### config.mk
export PLATFORM = sky130hd
export DESIGN_NAME = isq_issue_skid_pipe
export DESIGN_NICKNAME = d
export VERILOG_FILES = /design/src/rtl/isq_pkg.sv /design/src/rtl/isq_skid_slot.sv /design/src/rtl/isq_issue_skid_pipe.sv
export SDC_FILE = /design/constraint.sdc
export NUM_CORES = 1
export LEC_CHECK = 0
export BUFFER_PORTS_ARGS = -buffer_cell sky130_fd_sc_hd__buf_2
export CORE_MARGIN = 2
export CORE_UTILIZATION = 31
export DETAILED_ROUTE_END_ITERATION = 8
export GPL_ROUTABILITY_DRIVEN = 0
export HOLD_SLACK_MARGIN = 0.15
export MAX_ROUTING_LAYER = met4
export PLACE_DENSITY_LB_ADDON = 0.05
export SETUP_SLACK_MARGIN = 0.02
export SYNTH_ARGS = -nofsm -noshare
export SYNTH_HDL_FRONTEND = slang
export SYNTH_SLANG_ARGS = --single-unit
### constraint.sdc
create_clock -name clock -period 6.4 [get_ports clock]
set_clock_uncertainty 0.15 [all_clocks]
set_input_delay 0.96 -clock clock [delete_from_list [all_inputs] [get_ports clock]]
set_output_delay 0.96 -clock clock [all_outputs]
set_load 0.01 [all_outputs]
### src/rtl/isq_pkg.sv
// Shared types and helpers for the issue-to-execute skid pipeline.
package isq_pkg;

    localparam int unsigned DATA_WIDTH  = 248;
    localparam int unsigned COND_WIDTH  = 2;
    localparam int unsigned INDEX_WIDTH = 4;
    localparam int unsigned ROBID_W     = 7;
    localparam int unsigned ROBID_LSB   = 241;
    localparam int unsigned ROBID_IDX_W = ROBID_W - 1;
    localparam int unsigned PERF_W      = 32;

    localparam logic [1:0] ROB_STATE_NORMAL    = 2'd0;
    localparam logic [1:0] ROB_STATE_ROLLIBACK = 2'd1;
    localparam logic [1:0] ROB_STATE_RECOVER   = 2'd2;
    localparam logic [1:0] ROB_STATE_STALL     = 2'd3;

    typedef struct packed {
        logic [DATA_WIDTH-1:0]  data;
        logic [COND_WIDTH-1:0]  condition;
        logic [INDEX_WIDTH-1:0] index;
    } isq_entry_t;

    // Wrap bit flips every pass through the ROB; an equal robid is not younger.
    function automatic logic robid_younger(input logic [ROBID_W-1:0] entry_robid,
                                           input logic [ROBID_W-1:0] flush_robid);
        return entry_robid[ROBID_W-1] ^ flush_robid[ROBID_W-1]
             ^ (flush_robid[ROBID_IDX_W-1:0] < entry_robid[ROBID_IDX_W-1:0]);
    endfunction

    function automatic logic [ROBID_W-1:0] entry_robid(input isq_entry_t e);
        return e.data[ROBID_LSB +: ROBID_W];
    endfunction

endpackage

### src/rtl/isq_skid_slot.sv
// One valid+entry holding register; load wins over clear.
module isq_skid_slot
    import isq_pkg::*;
(
    input  logic       clock,
    input  logic       reset_n,
    input  logic       load,
    input  logic       clear,
    input  isq_entry_t d_entry,
    output logic       q_valid,
    output isq_entry_t q_entry
);

    always_ff @(posedge clock or negedge reset_n) begin
        if (!reset_n) begin
            q_valid <= 1'b0;
            q_entry <= '0;
        end else if (load) begin
            q_valid <= 1'b1;
            q_entry <= d_entry;
        end else if (clear) begin
            q_valid <= 1'b0;
        end
    end

endmodule

### src/rtl/isq_issue_skid_pipe.sv
// Issue-to-execute 2-entry skid stage with rollback flush filtering.
// Define ISSUE_PIPE_PERF_CNT_EN to add issued/stall/killed performance counters.
module isq_issue_skid_pipe
    import isq_pkg::*;
(
    input  logic                   clock,
    input  logic                   reset_n,
    input  logic                   in_valid,
    output logic                   in_ready,
    input  logic [DATA_WIDTH-1:0]  in_data,
    input  logic [COND_WIDTH-1:0]  in_condition,
    input  logic [INDEX_WIDTH-1:0] in_index,
    output logic                   out_valid,
    input  logic                   out_ready,
    output logic [DATA_WIDTH-1:0]  out_data,
    output logic [COND_WIDTH-1:0]  out_condition,
    output logic [INDEX_WIDTH-1:0] out_index,
    input  logic [1:0]             rob_state,
    input  logic                   flush_valid,
    input  logic [ROBID_W-1:0]     flush_robid,
    output logic [1:0]             occupancy
`ifdef ISSUE_PIPE_PERF_CNT_EN
    ,
    output logic [PERF_W-1:0]      perf_issued,
    output logic [PERF_W-1:0]      perf_stall,
    output logic [PERF_W-1:0]      perf_killed
`endif
);

    typedef enum logic [1:0] {
        ST_EMPTY = 2'd0,
        ST_ONE   = 2'd1,
        ST_FULL  = 2'd2
    } state_e;

    state_e     state_q, state_d;
    logic       main_valid, skid_valid;
    isq_entry_t main_entry, skid_entry, in_entry;
    logic       kill, main_young, skid_young, in_young;
    logic       accept, leave;
    logic       a_v, a_y, b_v, b_y, a_keep, b_keep, in_keep;
    isq_entry_t a_e, b_e;
    logic       main_d_v, skid_d_v;
    isq_entry_t main_d_e, skid_d_e;

    assign in_entry   = '{data: in_data, condition: in_condition, index: in_index};
    assign kill       = flush_valid && (rob_state == ROB_STATE_ROLLIBACK);
    assign main_young = robid_younger(entry_robid(main_entry), flush_robid);
    assign skid_young = robid_younger(entry_robid(skid_entry), flush_robid);
    assign in_young   = robid_younger(entry_robid(in_entry), flush_robid);

    assign in_ready      = !skid_valid;
    assign out_valid     = main_valid && !(kill && main_young);
    assign out_data      = main_entry.data;
    assign out_condition = main_entry.condition;
    assign out_index     = main_entry.index;
    assign occupancy     = 2'(state_q);

    assign accept = in_valid && in_ready;
    assign leave  = out_valid && out_ready;

    always_ff @(posedge clock or negedge reset_n) begin
        if (!reset_n) state_q <= ST_EMPTY;
        else          state_q <= state_d;
    end

    // Next state: retire head, filter flushed entries, compact, then append input.
    always_comb begin
        a_v      = main_valid;
        a_e      = main_entry;
        a_y      = main_young;
        b_v      = skid_valid;
        b_e      = skid_entry;
        b_y      = skid_young;
        main_d_v = 1'b0;
        main_d_e = in_entry;
        skid_d_v = 1'b0;
        skid_d_e = in_entry;
        state_d  = state_q;

        if (leave) begin
            a_v = skid_valid;
            a_e = skid_entry;
            a_y = skid_young;
            b_v = 1'b0;
        end

        a_keep  = a_v && !(kill && a_y);
        b_keep  = b_v && !(kill && b_y);
        in_keep = accept && !(kill && in_young);

        // accept implies the skid was empty, so at most two survivors exist
        if (a_keep) begin
            main_d_v = 1'b1;
            main_d_e = a_e;
            if (b_keep) begin
                skid_d_v = 1'b1;
                skid_d_e = b_e;
            end else if (in_keep) begin
                skid_d_v = 1'b1;
            end
        end else if (b_keep) begin
            main_d_v = 1'b1;
            main_d_e = b_e;
            skid_d_v = in_keep;
        end else if (in_keep) begin
            main_d_v = 1'b1;
        end

        unique case ({main_d_v, skid_d_v})
            2'b11:   state_d = ST_FULL;
            2'b10:   state_d = ST_ONE;
            default: state_d = ST_EMPTY;
        endcase
    end

    isq_skid_slot u_main (
        .clock   (clock),
        .reset_n (reset_n),
        .load    (main_d_v),
        .clear   (!main_d_v),
        .d_entry (main_d_e),
        .q_valid (main_valid),
        .q_entry (main_entry)
    );

    isq_skid_slot u_skid (
        .clock   (clock),
        .reset_n (reset_n),
        .load    (skid_d_v),
        .clear   (!skid_d_v),
        .d_entry (skid_d_e),
        .q_valid (skid_valid),
        .q_entry (skid_entry)
    );

    a_occ_legal: assert property (@(posedge clock) disable iff (!reset_n)
        (state_q != 2'd3));
    a_occ_match: assert property (@(posedge clock) disable iff (!reset_n)
        (2'(state_q) == ({1'b0, main_valid} + {1'b0, skid_valid})) && (!skid_valid || main_valid));

`ifdef ISSUE_PIPE_PERF_CNT_EN
    logic [1:0] kill_cnt;

    assign kill_cnt = {1'b0, a_v && kill && a_y} + {1'b0, b_v && kill && b_y}
                    + {1'b0, accept && kill && in_young};

    always_ff @(posedge clock or negedge reset_n) begin
        if (!reset_n) begin
            perf_issued <= '0;
            perf_stall  <= '0;
            perf_killed <= '0;
        end else begin
            perf_issued <= perf_issued + PERF_W'(leave);
            perf_stall  <= perf_stall + PERF_W'(out_valid && !out_ready);
            perf_killed <= perf_killed + PERF_W'(kill_cnt);
        end
    end
`endif

endmodule

==> summary.txt, run 1 <==
Clocking
  • Clock Latency Late Sink: 600 ps
  • PostCTS Resize Cnt: 0
  • Hold_buf cts: 0
  • CTS buffer count: 59
  • CTS tree: done
  • Clock buffer depth: 3
  • CTS clk-pin slew, worst paths: roughly 60 ps
  • Clk sinks: 512
  • # H-tree levels: 2
  • Clock root buffer: clkbuf_16
  • Setup bufs post-CTS: 0

Synth
  • Cell area after synthesis: roughly 23000 sq um
  • Cell taking the most area after synthesis: dfrtp_1
  • Mux contribution to synthesized area: around 39%
  • Synth Area in Adders: less than 1%
  • Main combinational cell family by area after synthesis: multiplexers
  • Synth warn: 0
  • Flops & latches, synth: roughly 510
  • Syn Inst Count: about 1400
  • Sequential element share of the synthesized area: between 50% and 60%
  • Post-synth ARST share: between 90% and 100%
  • Xor/xnor share of the synthesized area: less than 1%
  • Synthesized area per cell: around 16 sq um
  • Simple-gate share of the synthesized area: less than 1%
  • Compound-Gate Fraction of Synth Area: 0.640%
  • Largest cells by area after synthesis: dfrtp_1, mux2_2, mux2_4, buf_2, ha_1
  • Post-Syn Nets: about 1700
  • Number of synthesized flops with an enable pin: 0
  • Netlist cell types: 33
  • Area share of the largest cell type after synthesis: approximately 56%
  • Ys flop type: dfrtp_1

Critical path
  • Endpoint type of the worst setup path: flip-flop
  • R2r setup slk: roughly 2700 ps
  • Critical path class: primary input to flip-flop
  • CP required: 6730 ps
  • Worst path slowest cell: buf_12
  • Worst R2R Path Depth: 10
  • CP cell instances: buf_2, ha_1, a21oi_1, a2bb2oi_1, o311ai_2, xnor2_1, o21ai_2, a21boi_4, buf_12, mux2_2
  • CP Capture Point: u_main.q_entry[133]
  • Crit-path max cell delay: ~560 ps
  • Crit-path max FO: 96
  • Crit path DAT: 4050 ps
  • RR Endpoint: u_main.q_entry[133]
  • Worst Setup SP: flush_robid[3]
  • Startpoint Class: primary input
  • Worst reg2reg path startpoint: u_main.q_entry[250]

Floorplan
  • Core Region: slightly above 70000 sq um
  • Starting Density: 31.2%
  • Rows: 99
  • DIE HEIGHT: between 200 and 300 um
  • Die width: ~270 um
  • Die area: ~75000 sq um
  • Ports: ~530

Global route
  • Largest net degree at the start of global routing: between 100 and 150
  • Congestion Overflow GR: 0
  • GRT Resource Usage Total: between 15 and 20%
  • Vias in the first global route: 14600
  • First-pass GRT wire length: 90800 um
  • Initial antenna violation count: 24

Route
  • Routed wire length: approximately 61000 um
  • DRT iter0 DRCs: 374
  • WL/cell: 20.4 um
  • Drt first pass iters: 4
  • DRC viols: 0
  • Via density: approximately 4.6
  • Vias post-DR: roughly 14000
  • Routed Antenna Nets: 0

STA
  • Fin Setup TNS: 0 ps
  • Period minus WS final: approximately 3700 ps
  • Final setup violation count: 0
  • Pin slew with the least headroom to its limit: about 1100 ps
  • FMAX: 269 MHz
  • Hold violation count in the final report: 0
  • Worst slew margin: between 20% and 30%
  • Final slew viol count: 0
  • Final worst-path cycle share: roughly 58%
  • RSZ-0062 raised after global routing: false
  • PnR worst setup slack: ~2700 ps

Status
  • Outcome: complete, no violations

Placed design
  • Place WS: 2070 ps
  • Final HPWL DP: 41000 um
  • PortBufs: 525

Final layout
  • Area Overhead vs Synth: 24.5%
  • Most common cell after layout, fill and taps aside: mux2_2
  • Fill cell count: approximately 7000
  • Nets: 2231
  • Commonest cells after routing, fill and taps aside: mux2_2, buf_2, dfrtp_1
  • Fraction of layout instances using a drive strength above 1: just under 70%

Hold path
  • Hold/Removal Path Class: primary input to async pin

Flow run
  • Maxcap violations: 0

Power
  • Leakage power: roughly 0.013 uW
  • Power density over the cells: slightly below 500 nW/um^2
  • VDD IR max: between 0.2 and 0.3 mV
## worst min-delay path by stage
| stage | start | to | depth (start not counted) | slack, ps |
|---|---|---|---|---|
| finish | reset_n | u_skid.q_entry[177] | 1 | 190 |
| global route | reset_n | u_skid.q_entry[177] | 1 | 250 |
| CTS | reset_n | u_skid.q_entry[177] | 1 | 220 |
| detailed placement | u_main.q_entry[198] | u_main.q_entry[198] | 1 | 330 |
| global placement | u_main.q_entry[199] | u_main.q_entry[199] | 1 | 320 |
| floorplan | u_skid.q_entry[193] | u_skid.q_entry[193] | 1 | 330 |
## metal layers
metal | vias up | share of wire, % | track usage (%)
li1 | 6224 | - | -
met1 | 6905 | 40 | 19.1
met2 | 340 | 49 | 25.9
met3 | 111 | 8.3 | 5.67
met4 | 0 | 2.9 | 5.49
met5 | - | 0 | -
## worst max-delay path, delay by kind of cell
family                     cells  cell delay [ps]
muxes                          1              410
AOI/OAI and AO/OA              5             1350
adders and majority gates      1              290
buffers and inverters          2              680
xor gates and xnor gates       1              200
## area by class of cell
| type | count | area, sq um | area share [%] |
|---|---|---|---|
| diodes | 23 | 57.6 | 0.204 |
| clock buffers | 95 | 1830 | 6.49 |
| clock inverters | 13 | 118 | 0.416 |
| inverters | 17 | 63.8 | 0.226 |
| flip-flops and latches | 512 | 12800 | 45.4 |
| well taps | 959 | 1200 | 4.25 |
| multi-input cells | 815 | 9240 | 32.7 |
| repair buffers | 543 | 2920 | 10.3 |
## synthesized netlist by cell type, drive strengths merged, types with 3 or more instances
library cell    n
nor2            3
mux2          747
xnor2           6
inv            17
nand2           3
mux2i          15
ha             15
clkbuf          3
nand2b          3
dfrtp         512
o21ai           4
a211oi          4
buf            81
## state kept, by name (all words and copies together), names as in the netlist
name / count
u_main.q_entry: 254
u_main.q_valid: 1
u_skid.q_valid: 1
u_skid.q_entry: 254
occupancy: 2
## where the power goes
| part | internal [uW] | leakage, uW | switching (uW) |
|---|---|---|---|
| Combinational | 2530 | 0.00574 | 2080 |
| Clock | 2020 | 0.000968 | 1360 |
| Sequential | 4880 | 0.00604 | 782 |
| Total | 9440 | 0.0127 | 4220 |
## through the flow
step	utilization (%)	area (sq um)	std cells	hold WS [ps]	total power (uW)
3_3_place_gp	36.1	26200	2846	318	10300
4_1_cts	38.8	28200	2954	224	13900
6_report	38.8	28200	2977	190	13700
5_1_grt	38.8	28200	2977	247	14600
2_1_floorplan	-	22700	1428	327	8610
3_5_place_dp	36.1	26200	2846	326	10400
## cells by family after synthesis
group / after synthesis
compound gates: 19
xor+xnor: 7
fa+ha+maj: 15
buf+inv: 101
flops: 512
mux: 762
simple gates: 12
Power figures use the tool's default switching activity.
==> run 2: changes to the inputs <==
ABC_AREA = 1   (was not set)
clock period = 3.63 ns   (was 6.4 ns; I/O delays follow)
==> run 2 against run 1 <==
Net effect: combinational power grew to 4.5 times the previous value; sequential share of layout area fell by 17 points; sequential cell count unchanged; final area rose by 59%; critical endpoint is now u_main.q_entry[194].
==> summary.txt, run 2 <==
Status
  • Outcome: complete, no violations

Power
  • Power density over the cells: 864 nW/um^2 (+79%)
  • Switching pwr: 18400 uW (+340%)
  • Switching share of power: 47.4% (+17 points)
  • VDD IR max: 0.470 mV (+86%)
  • Logic gate share of total power: 53.1% (+19 points)
  • Reg power frac: 28.2% (-13 points)
  • Int Power: 20400 uW (+120%)
  • Clk network pwr share: 18.7% (-6.1 points)
  • Leakage power: 0.0256 uW (+100%)

STA
  • Hold violation count in the final report: 0 (unchanged)
  • Pin slew with the least headroom to its limit: 913 ps (-157 ps)
  • Fin Setup TNS: 0 ps (unchanged)
  • Final worst-path cycle share: 89.2%
  • FMAX: 309 MHz
  • RSZ-0062 raised after global routing: false
  • Final setup violation count: 0 (unchanged)
  • Worst slew margin: 39.1% (+10 points)
  • Final slew viol count: 0 (unchanged)
  • Period minus WS final: roughly 3200 ps
  • Hold Worst Slack: 206 ps (+16.0 ps)

Final layout
  • Commonest cells after routing, fill and taps aside: nand2_1, nand3_1, buf_2
  • Most common cell after layout, fill and taps aside: nand2_1
  • Area Overhead vs Synth: 27.7%
  • Nets: 6479 (+190%)
  • Fraction of layout instances using a drive strength above 1: 12.8% (-57 points)

Critical path
  • Critical path class: flip-flop to flip-flop
  • Worst Setup SP: u_main.q_entry[252]
  • Worst R2R Path Depth: 15 (+5)
  • Endpoint type of the worst setup path: flip-flop
  • RR Endpoint: u_main.q_entry[194]
  • Worst reg2reg path startpoint: u_main.q_entry[252]
  • Crit-path max FO: 50 (-48%)
  • Crit path DAT: 3640 ps (-410 ps)
  • CP required: 4030 ps (-2700 ps)
  • R2r setup slk: 390 ps (-2320 ps)
  • CP Capture Point: u_main.q_entry[194]
  • Startpoint Class: flip-flop

Global route
  • First-pass GRT wire length: 216000 um (+140%)
  • Initial antenna violation count: 13 (-46%)
  • Largest net degree at the start of global routing: 158 (+17%)
  • GRT Resource Usage Total: 23.6% (+7.4 points)
  • Congestion Overflow GR: 0 (unchanged)
  • Vias in the first global route: 36500 (+150%)

Synth
  • Cell area after synthesis: 35100 sq um (+55%)
  • Ys flop type: dfrtp_1
  • Post-Syn Nets: 5956 (+250%)
  • Area share of the largest cell type after synthesis: 36.5% (-20 points)
  • Sequential element share of the synthesized area: 36.5% (-20 points)
  • Synthesized area per cell: 6.19 sq um (-61%)
  • Most numerous cell in the Yosys netlist: nand2_1
  • Post-synth ARST share: 100% (unchanged)
  • Flops & latches, synth: 512 (unchanged)
  • Largest cells by area after synthesis: dfrtp_1, nand2_1, nand3_1, nand3b_1, inv_1
  • Number of synthesized flops with an enable pin: 0 (unchanged)
  • Syn Inst Count: 5673 (+300%)
  • Synth cell count leaders: nand2_1, nand3_1, dfrtp_1
  • Netlist cell types: 22 (-33%)
  • Synth warn: 0 (unchanged)
  • Cell taking the most area after synthesis: dfrtp_1

Route
  • WL/cell: 17.5 um (-14%)
  • Drt first pass iters: 7 (+3)
  • Via density: 4.92 (+7.8%)
  • Vias post-DR: 38200 (+180%)
  • Routed wire length: 136000 um (+120%)
  • DRT iter0 DRCs: 2603 (+600%)
  • Routed Antenna Nets: 0 (unchanged)
  • DRC viols: 0 (unchanged)

Floorplan
  • Ports: 526 (unchanged)
  • Die area: 116000 sq um (+54%)
  • Rows: 123 (+24%)
  • Die width: 341 um (+24%)
  • DIE HEIGHT: 341 um (+24%)
  • Core Region: 112000 sq um (+55%)
  • Starting Density: 31.2% (about the same)

Clocking
  • CTS clk-pin slew, worst paths: 60 ps (about the same)
  • CTS buffer count: 72 (+22%)
  • Clock root buffer: clkbuf_16
  • Clock buffer depth: 3 (unchanged)
  • Clk sinks: 512 (unchanged)
  • CTS tree: done
  • # H-tree levels: 3 (+1)
  • PostCTS Resize Cnt: 0 (unchanged)
  • Clock Latency Late Sink: 640 ps (+40 ps)

Hold path
  • Hold/Removal Path Class: primary input to flip-flop

Placed design
  • Final HPWL DP: 83500 um (+100%)
  • PortBufs: 525 (unchanged)

Flow run
  • Maxcap violations: 0 (unchanged)
==> run 2: changes by cell type after synthesis, moves of 11 or more <==
| cell | before | now |
|---|---|---|
| nand2_1 | 3 | 2835 |
| inv_1 | 17 | 276 |
| clkbuf_1 | 3 | 268 |
| buf_1 | 0 | 44 |
| nand3_1 | 0 | 1277 |
| buf_6 | 14 | 0 |
| buf_4 | 15 | 4 |
| nand3b_1 | 1 | 251 |
| mux2_4 | 51 | 0 |
| mux2_2 | 692 | 0 |
| buf_2 | 46 | 160 |
| mux2i_1 | 15 | 0 |
==> run 2: cell type report <==
cell class                      count  area [sq um]
Inverter                          282          1070
Multi-Input combinational cell   4403         19300
Tap cell                         1500          1880
Fill cell                       11900         67600
Timing Repair Buffer              925          7390
Clock inverter                     18           204
Clock buffer                      104          2150
Antenna cell                       16          40.0
Sequential cell                   512         12800
==> run 2: kinds of logic after synthesis <==
kind of cell             Yosys count  share of synthesized area [%]
AO/OA/AOI/OAI                      9                          0.189
XOR/XNOR                           3                         0.0748
adder cells (fa/ha/maj)           15                          0.534
buffers and inverters            758                           8.71
flip-flops                       512                           36.5
AND/OR/NAND/NOR                 4376                           54.0
==> run 2: timing repair <==
| action | in CTS | in global routing |
|---|---|---|
| hold buffers | 250 | 0 |
| buffers inserted | 0 | 0 |
| hold endpoints to repair | 450 | 0 |
==> run 2: how the worst min path moves through the flow <==
stage	from	end	slack, ps	cells after the start
floorplan	reset_n	occupancy[0]	100	0
global placement	u_main.q_entry[105]	u_main.q_entry[105]	340	2
detailed placement	u_main.q_entry[95]	u_main.q_entry[95]	340	2
CTS	in_data[191]	u_skid.q_entry[197]	160	5
global route	in_data[244]	u_skid.q_entry[250]	230	5
finish	in_data[244]	u_skid.q_entry[250]	210	5
==> run 2: per-layer routing <==
layer / share of wire (%) / wire length [um] / GRT usage [%] / up-vias
met4: 2.9 / 3880 / 7.72 / 0
li1: - / - / - / 19100
met1: 46 / 62800 / 31.9 / 17900
met5: 0 / 0 / - / -
met2: 46 / 62400 / 36.5 / 1021
met3: 5.0 / 6860 / 3.10 / 178
==> run 2: metrics by stage <==
step | std cells | power (uW) | setup slack (ps) | utilization, % | area [sq um]
2_1_floorplan | 5673 | 23700 | 854 | - | 35100
3_3_place_gp | 7372 | 31500 | 220 | 35.5 | 40000
5_1_grt | 7757 | 42300 | 110 | 39.9 | 44900
4_1_cts | 7744 | 39300 | 365 | 39.9 | 44800
3_5_place_dp | 7372 | 31600 | 197 | 35.5 | 40000
6_report | 7760 | 38800 | 393 | 39.9 | 44900
==> run 2: power by group through the flow <==
stage,combinational [uW],sequential [uW],clock [uW]
after floorplan,12900,10800,0
final,20600,11000,7240
after global routing,23300,11300,7730
after CTS,20900,10900,7490
after global placement,20400,11100,0
after detailed placement,20600,11000,0
==> run 2: worst max-delay path: stages, from the launching register on <==
cell and delay [ps]:
dfrtp_1 400, inv_1 70, ha_1 300, nand2_1 90, inv_1 40, a21oi_1 170
nand3_1 140, nand3_2 170, nand3_4 170, nand2_1 150, nand3_4 110, nand3b_1 240
buf_12 360, buf_4 320, nand3_1 100, nand2_1 90
